## src/rtl/ucr_wide.sv

```systemverilog
// Cascadable up/down counter with parallel load, optional modulus and saturation.
// COUT is combinational so a chain of stages updates as one wide counter in a single cycle.
module ucr_wide #(
    parameter int              WIDTH    = 8,
    parameter longint unsigned MODULO   = 0,
    parameter bit              SATURATE = 1'b0
) (
    input  logic             CLK,
    input  logic             RESET_N,
    input  logic [0:WIDTH-1] D,
    input  logic [0:1]       SEL,
    input  logic             CIN,
    input  logic             CLR,
    output logic [0:WIDTH-1] Q,
    output logic             COUT,
    output logic             OVF
);

    localparam logic [1:0] SEL_LOAD = 2'b00;
    localparam logic [1:0] SEL_DEC  = 2'b01;
    localparam logic [1:0] SEL_INC  = 2'b10;
    localparam logic [1:0] SEL_HOLD = 2'b11;

    localparam logic [WIDTH-1:0] MAX  = (MODULO == 0) ? {WIDTH{1'b1}} : WIDTH'(MODULO - 1);
    localparam logic [WIDTH-1:0] ZERO = '0;
    localparam logic [WIDTH-1:0] ONE  = WIDTH'(1);

    logic [WIDTH-1:0] count_q, count_d;
    logic             ovf_q, ovf_d;
    logic [WIDTH-1:0] d_val;
    logic [1:0]       sel_val;
    logic             at_max, at_zero;

    // Ports are MSB-at-index-0; positional assignment keeps the MSB on the left.
    assign d_val   = D;
    assign sel_val = SEL;
    assign at_max  = (count_q == MAX);
    assign at_zero = (count_q == ZERO);

    always_comb begin
        count_d = count_q;
        ovf_d   = ovf_q;
        if (CLR) begin
            count_d = ZERO;
            ovf_d   = 1'b0;
        end else begin
            case (sel_val)
                SEL_LOAD: begin
                    count_d = (d_val > MAX) ? MAX : d_val;
                    ovf_d   = 1'b0;
                end
                SEL_INC: begin
                    if (CIN) begin
                        if (at_max) begin
                            count_d = SATURATE ? MAX : ZERO;
                            ovf_d   = 1'b1;
                        end else begin
                            count_d = count_q + ONE;
                        end
                    end
                end
                SEL_DEC: begin
                    if (CIN) begin
                        if (at_zero) begin
                            count_d = SATURATE ? ZERO : MAX;
                            ovf_d   = 1'b1;
                        end else begin
                            count_d = count_q - ONE;
                        end
                    end
                end
                default: begin
                    count_d = count_q;
                    ovf_d   = ovf_q;
                end
            endcase
        end
    end

    // LOAD drives COUT high so an upper stage sees a defined carry while loading.
    always_comb begin
        COUT = 1'b0;
        case (sel_val)
            SEL_LOAD: COUT = 1'b1;
            SEL_INC:  COUT = CIN & at_max;
            SEL_DEC:  COUT = CIN & at_zero;
            SEL_HOLD: COUT = 1'b0;
            default:  COUT = 1'b0;
        endcase
    end

    always_ff @(posedge CLK or negedge RESET_N) begin
        if (!RESET_N) begin
            count_q <= ZERO;
            ovf_q   <= 1'b0;
        end else begin
            count_q <= count_d;
            ovf_q   <= ovf_d;
        end
    end

    assign Q   = count_q;
    assign OVF = ovf_q;

endmodule

```

## config.mk

```make
export PLATFORM = sky130hd
export DESIGN_NAME = ucr_wide
export DESIGN_NICKNAME = d
export VERILOG_FILES = /design/src/rtl/ucr_wide.sv
export SDC_FILE = /design/constraint.sdc
export NUM_CORES = 1
export LEC_CHECK = 0
export ABC_AREA = 1
export BUFFER_PORTS_ARGS = -buffer_cell sky130_fd_sc_hd__buf_2
export CORE_MARGIN = 1.5
export CORE_UTILIZATION = 35
export DETAILED_ROUTE_END_ITERATION = 7
export PLACE_DENSITY = 0.58
export SLEW_MARGIN = 20
export SYNTH_ARGS = -nofsm -noshare
export SYNTH_HDL_FRONTEND = slang
export SYNTH_SLANG_ARGS = --single-unit
```

## constraint.sdc

```tcl
create_clock -name CLK -period 2.1 [get_ports CLK]
set_input_delay 0.21 -clock CLK [delete_from_list [all_inputs] [get_ports CLK]]
set_output_delay 0.21 -clock CLK [all_outputs]
set_load 0.01 [all_outputs]
```

==> impl_metrics.env, run 1 <==
export IMPL_outcome="complete, no violations"
export IMPL_min_from="D[5]"
export IMPL_arrival_ns=1.74
export IMPL_ant_nets=0
export IMPL_max_freq_mhz=512
export IMPL_fin_crit_sh=0.929
export IMPL_rsz0062_at_grt="no"
export IMPL_tns_ns=0
export IMPL_ios=24
export IMPL_ctsRootBufferMaster="clkbuf_4"
export IMPL_r2r_start="Q[6]$_DFFE_PN0P_"
export IMPL_cts_htree_levels=1
export IMPL_r2r_cells=10
export IMPL_reg2reg_slack_ns=0.50
export IMPL_synth_edf_count=0
export IMPL_die_h_um=55.7
export IMPL_hold_class="in -> reg"
export IMPL_dpl_cell_area_um2=1120
export IMPL_critPathKind="reg -> out"
export IMPL_clock_latency_ns=0.27
export IMPL_synthArstFlopShare=1.00
export IMPL_viasPerCell=5.12
export IMPL_regArea_um2=225
export IMPL_cts_inserted_buffers=3
export IMPL_crit_path_start_kind="flop"
export IMPL_syn_area_um2=973
export IMPL_clock_sinks=9
export IMPL_setup_violations=0
export IMPL_crit_cells=9
export IMPL_tightest_slew_ns=0.372
export IMPL_min_to="Q[5]$_DFFE_PN0P_"
export IMPL_clkTransAtPathRegs_ns=0.07
export IMPL_multi_input_area_um2=646
export IMPL_fin_worst_skew_ns=0.00335
export IMPL_portBuffers=23
export IMPL_grt_pass1_wl_mm=4.51
export IMPL_synth_ff_type="dfrtp_1"
export IMPL_maxCapViolCount=0
export IMPL_nFillCells=282
export IMPL_rows=18
export IMPL_cpMaxStageDelayCell="dfrtp_1"
export IMPL_synth_top_area_share=0.231
export IMPL_critical_path_top_delay_family="flip-flops"
export IMPL_layout_nets=211
export IMPL_grt_use_total=0.183
export IMPL_yosysTopAreaCell="dfrtp_1"
export IMPL_yosysMostFrequentCell="nand2_1"
export IMPL_synth_seq_area_share=0.231
export IMPL_final_area_um2=1180
export IMPL_worstPathCellList="inv_2 > ha_2 > nand2_1 > nor2_4 > nand3_1 > o21ai_0 > nand3_1 > o21ai_0 > buf_2"
export IMPL_drt_first_pass_iters=4
export IMPL_post_route_drc_count=0
export IMPL_yosys_warnings=0
export IMPL_worst_path_buf_inv=2
export IMPL_dpl_hpwl_mm=2.11
export IMPL_cp_end_kind="output pin"
export IMPL_hold_violations=0
export IMPL_slew_violations=0
export IMPL_clockBufferDepth=2
export IMPL_hold_ws_ns=0.186
export IMPL_fin_crit_ns=1.95
export IMPL_relSlewSlack=0.752
export IMPL_fp_coreArea_um2=2540
export IMPL_synth_cell_type_count=26
export IMPL_p_total_uw=708
export IMPL_synth_seq_cells=9
export IMPL_syn_inst=161
export IMPL_synth_avg_cell_area_um2=6.05
export IMPL_vias=1126
export IMPL_synth_nets=181
export IMPL_cellPowerDensity_nw_per_um2=598
export IMPL_irDropWorstVdd_mv=0.290
export IMPL_r2r_end="OVF$_DFFE_PN0P_"
export IMPL_synthToLayoutAreaGrowth_pct=21.7
export IMPL_holdPathStages=3
export IMPL_routedWlPerCell_um=12.5
export IMPL_antenna_cells=0
export IMPL_synthTopCellsByArea="dfrtp_1 23%, nand2_1 20%, nand3_1 9.8%"
export IMPL_gp_congestion=0.917
export IMPL_grt_max_degree=13
export IMPL_worstPathRequired_ns=1.89
export IMPL_cpPeakStageDelay_ns=0.42
export IMPL_wl_mm=2.75
export IMPL_die_w_um=55.7
export IMPL_drive_gt1_frac=0.258
export IMPL_die_area_um2=3110
export IMPL_dr_first_iter_drc_count=42
export IMPL_grt_pass1_vias=992
export IMPL_synthTopCellsByCount="51 x nand2_1, 19 x nand3_1, 19 x nor2_1, 16 x inv_1, 9 x dfrtp_1"
export IMPL_antenna_found_initial=0
export IMPL_cts_tree="done"
export IMPL_gr_total_overflow=0
export IMPL_crit_path_max_fanout=4
export IMPL_initial_core_util=0.382
export IMPL_leakagePower_uw=0.000639
## logic make-up after synthesis
group	synth area share
AOI/OAI and AO/OA	0.120
xor gates and xnor gates	0.00900
adders and majority gates	0.0771
buffers and inverters	0.108
DFF	0.231
and+or+nand+nor	0.455
## cell usage in the layout (no fill, tap or decap), drive strengths merged
| cell type | Yosys | final |
|---|---|---|
| nand2 | 52 | 52 |
| dlygate4sd3 | 0 | 1 |
| nand4 | 2 | 2 |
| o211ai | 3 | 3 |
| clkbuf | 2 | 4 |
| buf | 3 | 29 |
| o21ai | 12 | 12 |
| nor2 | 24 | 24 |
| ha | 6 | 6 |
| dfrtp | 9 | 9 |
| xor2 | 1 | 1 |
| a21oi | 4 | 4 |
| inv | 20 | 20 |
| nor3 | 2 | 2 |
| a31oi | 1 | 1 |
| nand3 | 20 | 20 |
## worst reg2reg max path, delay by kind of cell (launching register included)
kind                     cells  cell delay [ns]
AND/OR/NAND/NOR              5             0.46
buffers and inverters        2             0.23
adder cells (fa/ha/maj)      1             0.19
flip-flops                   1             0.42
AO/OA/AOI/OAI                2             0.19
## routing by layer
metal  GRT usage  up-vias  wire length, µm
met1       0.251      500             1230
met4      0.0732        0               44
met5           0        -                0
li1            -      571                -
met3      0.0233        6              196
met2       0.287       49             1280
## metrics by stage
step | instances | setup slack (ns) | utilization
global placement | 211 | 0.324 | 0.439
floorplan | 161 | 0.514 | -
finish | 220 | 0.148 | 0.466
global route | 220 | 0.00754 | 0.466
detailed placement | 211 | 0.325 | 0.439
CTS | 216 | 0.0193 | 0.453
## state kept, by name, summed over array words and instances (netlist names)
signal,count
Q,8
OVF,1
## worst max-delay path by stage
stage | startpoint | endpoint | slack (ns)
after floorplan | Q[7]$_DFFE_PN0P_ | COUT | 0.51
after global placement | Q[7]$_DFFE_PN0P_ | COUT | 0.32
after detailed placement | Q[7]$_DFFE_PN0P_ | COUT | 0.32
after CTS | Q[7]$_DFFE_PN0P_ | COUT | 0.02
after global routing | Q[7]$_DFFE_PN0P_ | COUT | 0.008
final | Q[6]$_DFFE_PN0P_ | COUT | 0.15
## layout make-up
| type | instances | area share |
|---|---|---|
| clock buffers | 4 | 0.0222 |
| inverters | 20 | 0.0676 |
| well taps | 30 | 0.0317 |
| flip-flops and latches | 9 | 0.190 |
| multi-input cells | 127 | 0.545 |
| repair buffers | 30 | 0.144 |
## repair_timing
action / 4_1_cts / 5_1_grt
setup buffers: 0 / 4
endpoints found under the hold margin: 9 / 0
resized for setup: 0 / 3
endpoints found under the setup margin: 0 / 1
hold buffers: 1 / 0
## where the power goes
group	total (µW)	internal (µW)	switching, µW
Clock	144	73.8	70.6
Combinational	328	131	197
Sequential	235	196	39.7
No activity file was read; power rests on OpenSTA's default activity.
==> inputs of run 2 (changes only) <==
--- a/config.mk
+++ b/config.mk
@@ -7,10 +7,12 @@
 export LEC_CHECK = 0
 export ABC_AREA = 1
 export BUFFER_PORTS_ARGS = -buffer_cell sky130_fd_sc_hd__buf_2
+export CELL_PAD_IN_SITES_DETAIL_PLACEMENT = 1
+export CELL_PAD_IN_SITES_GLOBAL_PLACEMENT = 1
 export CORE_MARGIN = 1.5
 export CORE_UTILIZATION = 35
 export DETAILED_ROUTE_END_ITERATION = 7
-export PLACE_DENSITY = 0.58
+export PLACE_DENSITY = 0.8
 export SLEW_MARGIN = 20
 export SYNTH_ARGS = -nofsm -noshare
 export SYNTH_HDL_FRONTEND = slang
==> run 2 against run 1 <==
Effect of this change:
- core utilization is 0.34 points lower
- non-clock buffer count is 2 lower
- sequential cell count stayed put
- register-to-register slack worse by 0.06 ns
- critical path depth stayed put
- maximum frequency is 1.2% lower
- clock skew is 0.0023 ns higher
- worst hold slack better by 0.029 ns
- power is 2.0% higher
- die area stayed put
- sequential power hardly changed
- critical endpoint unchanged
==> impl_metrics.env, run 2 (same netlist as run 1, synthesis figures left out) <==
export IMPL_clockBufferDepth=2
export IMPL_fp_coreArea_um2=2540
export IMPL_fin_crit_ns=1.98
export IMPL_ant_nets=0
export IMPL_grt_pass1_wl_mm=5.42
export IMPL_cpMaxStageDelayCell="dfrtp_2"
export IMPL_layout_nets=209
export IMPL_cellPowerDensity_nw_per_um2=614
export IMPL_grt_pass1_vias=1113
export IMPL_die_area_um2=3110
export IMPL_maxCapViolCount=0
export IMPL_tns_ns=0
export IMPL_gr_total_overflow=0
export IMPL_post_place_ws_ns=0.291
export IMPL_antenna_cells=0
export IMPL_tightest_slew_ns=0.437
export IMPL_p_total_uw=722
export IMPL_ctsRootBufferMaster="clkbuf_4"
export IMPL_hold_violations=0
export IMPL_dr_first_iter_drc_count=21
export IMPL_initial_core_util=0.382
export IMPL_crit_path_max_fanout=5
export IMPL_antenna_found_initial=0
export IMPL_cts_htree_levels=1
export IMPL_gp_congestion=0.910
export IMPL_clkTransAtPathRegs_ns=0.08
export IMPL_portBuffers=23
export IMPL_synthToLayoutAreaGrowth_pct=20.8
export IMPL_viasPerCell=5.23
export IMPL_hold_ws_ns=0.215
export IMPL_relSlewSlack=0.709
export IMPL_grt_use_total=0.217
export IMPL_ios=24
export IMPL_post_route_drc_count=0
export IMPL_routedWlPerCell_um=14.9
export IMPL_crit_path_start_kind="flop"
export IMPL_dpl_hpwl_mm=2.55
export IMPL_rows=18
export IMPL_cp_end_kind="output pin"
export IMPL_critPathKind="reg -> out"
export IMPL_rsz0062_at_grt="no"
export IMPL_fin_worst_skew_ns=0.00563
export IMPL_wl_mm=3.26
export IMPL_largest_register_ffs=8
export IMPL_drt_first_pass_iters=4
export IMPL_layout_commonest_cell="nand2_1"
export IMPL_cts_inserted_buffers=3
export IMPL_clock_sinks=9
export IMPL_arrival_ns=1.77
export IMPL_nFillCells=381
export IMPL_p_int_uw=396
export IMPL_setup_violations=0
export IMPL_sw_frac_of_total=0.452
export IMPL_cts_tree="done"
export IMPL_fin_crit_sh=0.940
export IMPL_outcome="complete, no violations"
export IMPL_power_share_clock=0.211
export IMPL_max_freq_mhz=506
export IMPL_die_h_um=55.7
export IMPL_grt_max_degree=13
export IMPL_fin_ws_ns=0.125
export IMPL_worstPathCellList="inv_2 > ha_2 > nand2_1 > nor2_4 > nand3_2 > o21ai_1 > nand3_1 > o21ai_0 > buf_2"
export IMPL_slew_violations=0
export IMPL_vias=1140
export IMPL_final_core_util=0.462
export IMPL_worstPathRequired_ns=1.89
export IMPL_drive_gt1_frac=0.261
export IMPL_power_frac_comb=0.459
export IMPL_clock_latency_ns=0.27
export IMPL_cpPeakStageDelay_ns=0.45
export IMPL_irDropWorstVdd_mv=0.263
export IMPL_leakagePower_uw=0.000628
export IMPL_switchingPower_uw=326
export IMPL_seq_power_share=0.330
export IMPL_final_cell_mix="51 x nand2_1, 23 x buf_2, 19 x nor2_1, 18 x nand3_1, 14 x inv_1"
export IMPL_die_w_um=55.7
export IMPL_hold_class="in -> reg"
## run 2: area by class of cell
type	instances	area [µm²]	share of cell area
sequential	9	226	0.193
inverter	20	80.1	0.0681
multi-input combinational	127	651	0.553
tap	30	37.5	0.0319
timing repair buffer	28	155	0.132
clock buffer	4	26.3	0.0223
## run 2: worst paths after layout
| check | start | to | slack, ns | cells past startpoint |
|---|---|---|---|---|
| hold reg to reg | OVF$_DFFE_PN0P_ | OVF$_DFFE_PN0P_ | 0.50 | 2 |
| max in group asynchronous | RESET_N | Q[7]$_DFFE_PN0P_ | 1.53 | 2 |
| setup / recovery | Q[7]$_DFFE_PN0P_ | COUT | 0.12 | 9 |
| hold / removal | D[5] | Q[5]$_DFFE_PN0P_ | 0.21 | 3 |
| min in group asynchronous | RESET_N | Q[5]$_DFFE_PN0P_ | 0.35 | 2 |
| setup reg to reg | Q[7]$_DFFE_PN0P_ | Q[1]$_DFFE_PN0P_ | 0.44 | 11 |
## run 2: repair_timing
| item | in CTS | in global routing |
|---|---|---|
| pin swaps | 0 | 1 |
| hold buffers | 1 | 0 |
| setup buffers | 0 | 2 |
| setup endpoints to repair | 1 | 1 |
| gates resized for setup | 1 | 5 |
| hold endpoints to repair | 9 | 0 |
## run 2: per-stage QoR
stage / cell area, µm² / instances
3_3_place_gp: 1120 / 211
6_report: 1180 / 218
3_5_place_dp: 1120 / 211
5_1_grt: 1180 / 218
4_1_cts: 1150 / 216
2_1_floorplan: 973 / 161
## run 2: per-layer routing
| metal | track usage | part of all wire | vias up |
|---|---|---|---|
| met4 | 0.0767 | 0.0083 | 0 |
| met5 | 0 | 0 | - |
| li1 | - | - | 568 |
| met3 | 0.0163 | 0.035 | 2 |
| met2 | 0.376 | 0.51 | 28 |
| met1 | 0.282 | 0.45 | 542 |
## run 2: worst max-delay path: cells and delay by family (launching register included)
kind            cells  cell delay [ns]
compound gates      2             0.19
flops               1             0.45
simple gates        4             0.42
buf+inv             2             0.25
fa+ha+maj           1             0.19
## run 2: power by group through the flow
stage	clock [µW]	combinational [µW]	sequential, µW
after global placement	0	303	236
final	153	331	238
after floorplan	0	208	234
after detailed placement	0	309	239
after global routing	159	371	243
after CTS	147	313	236
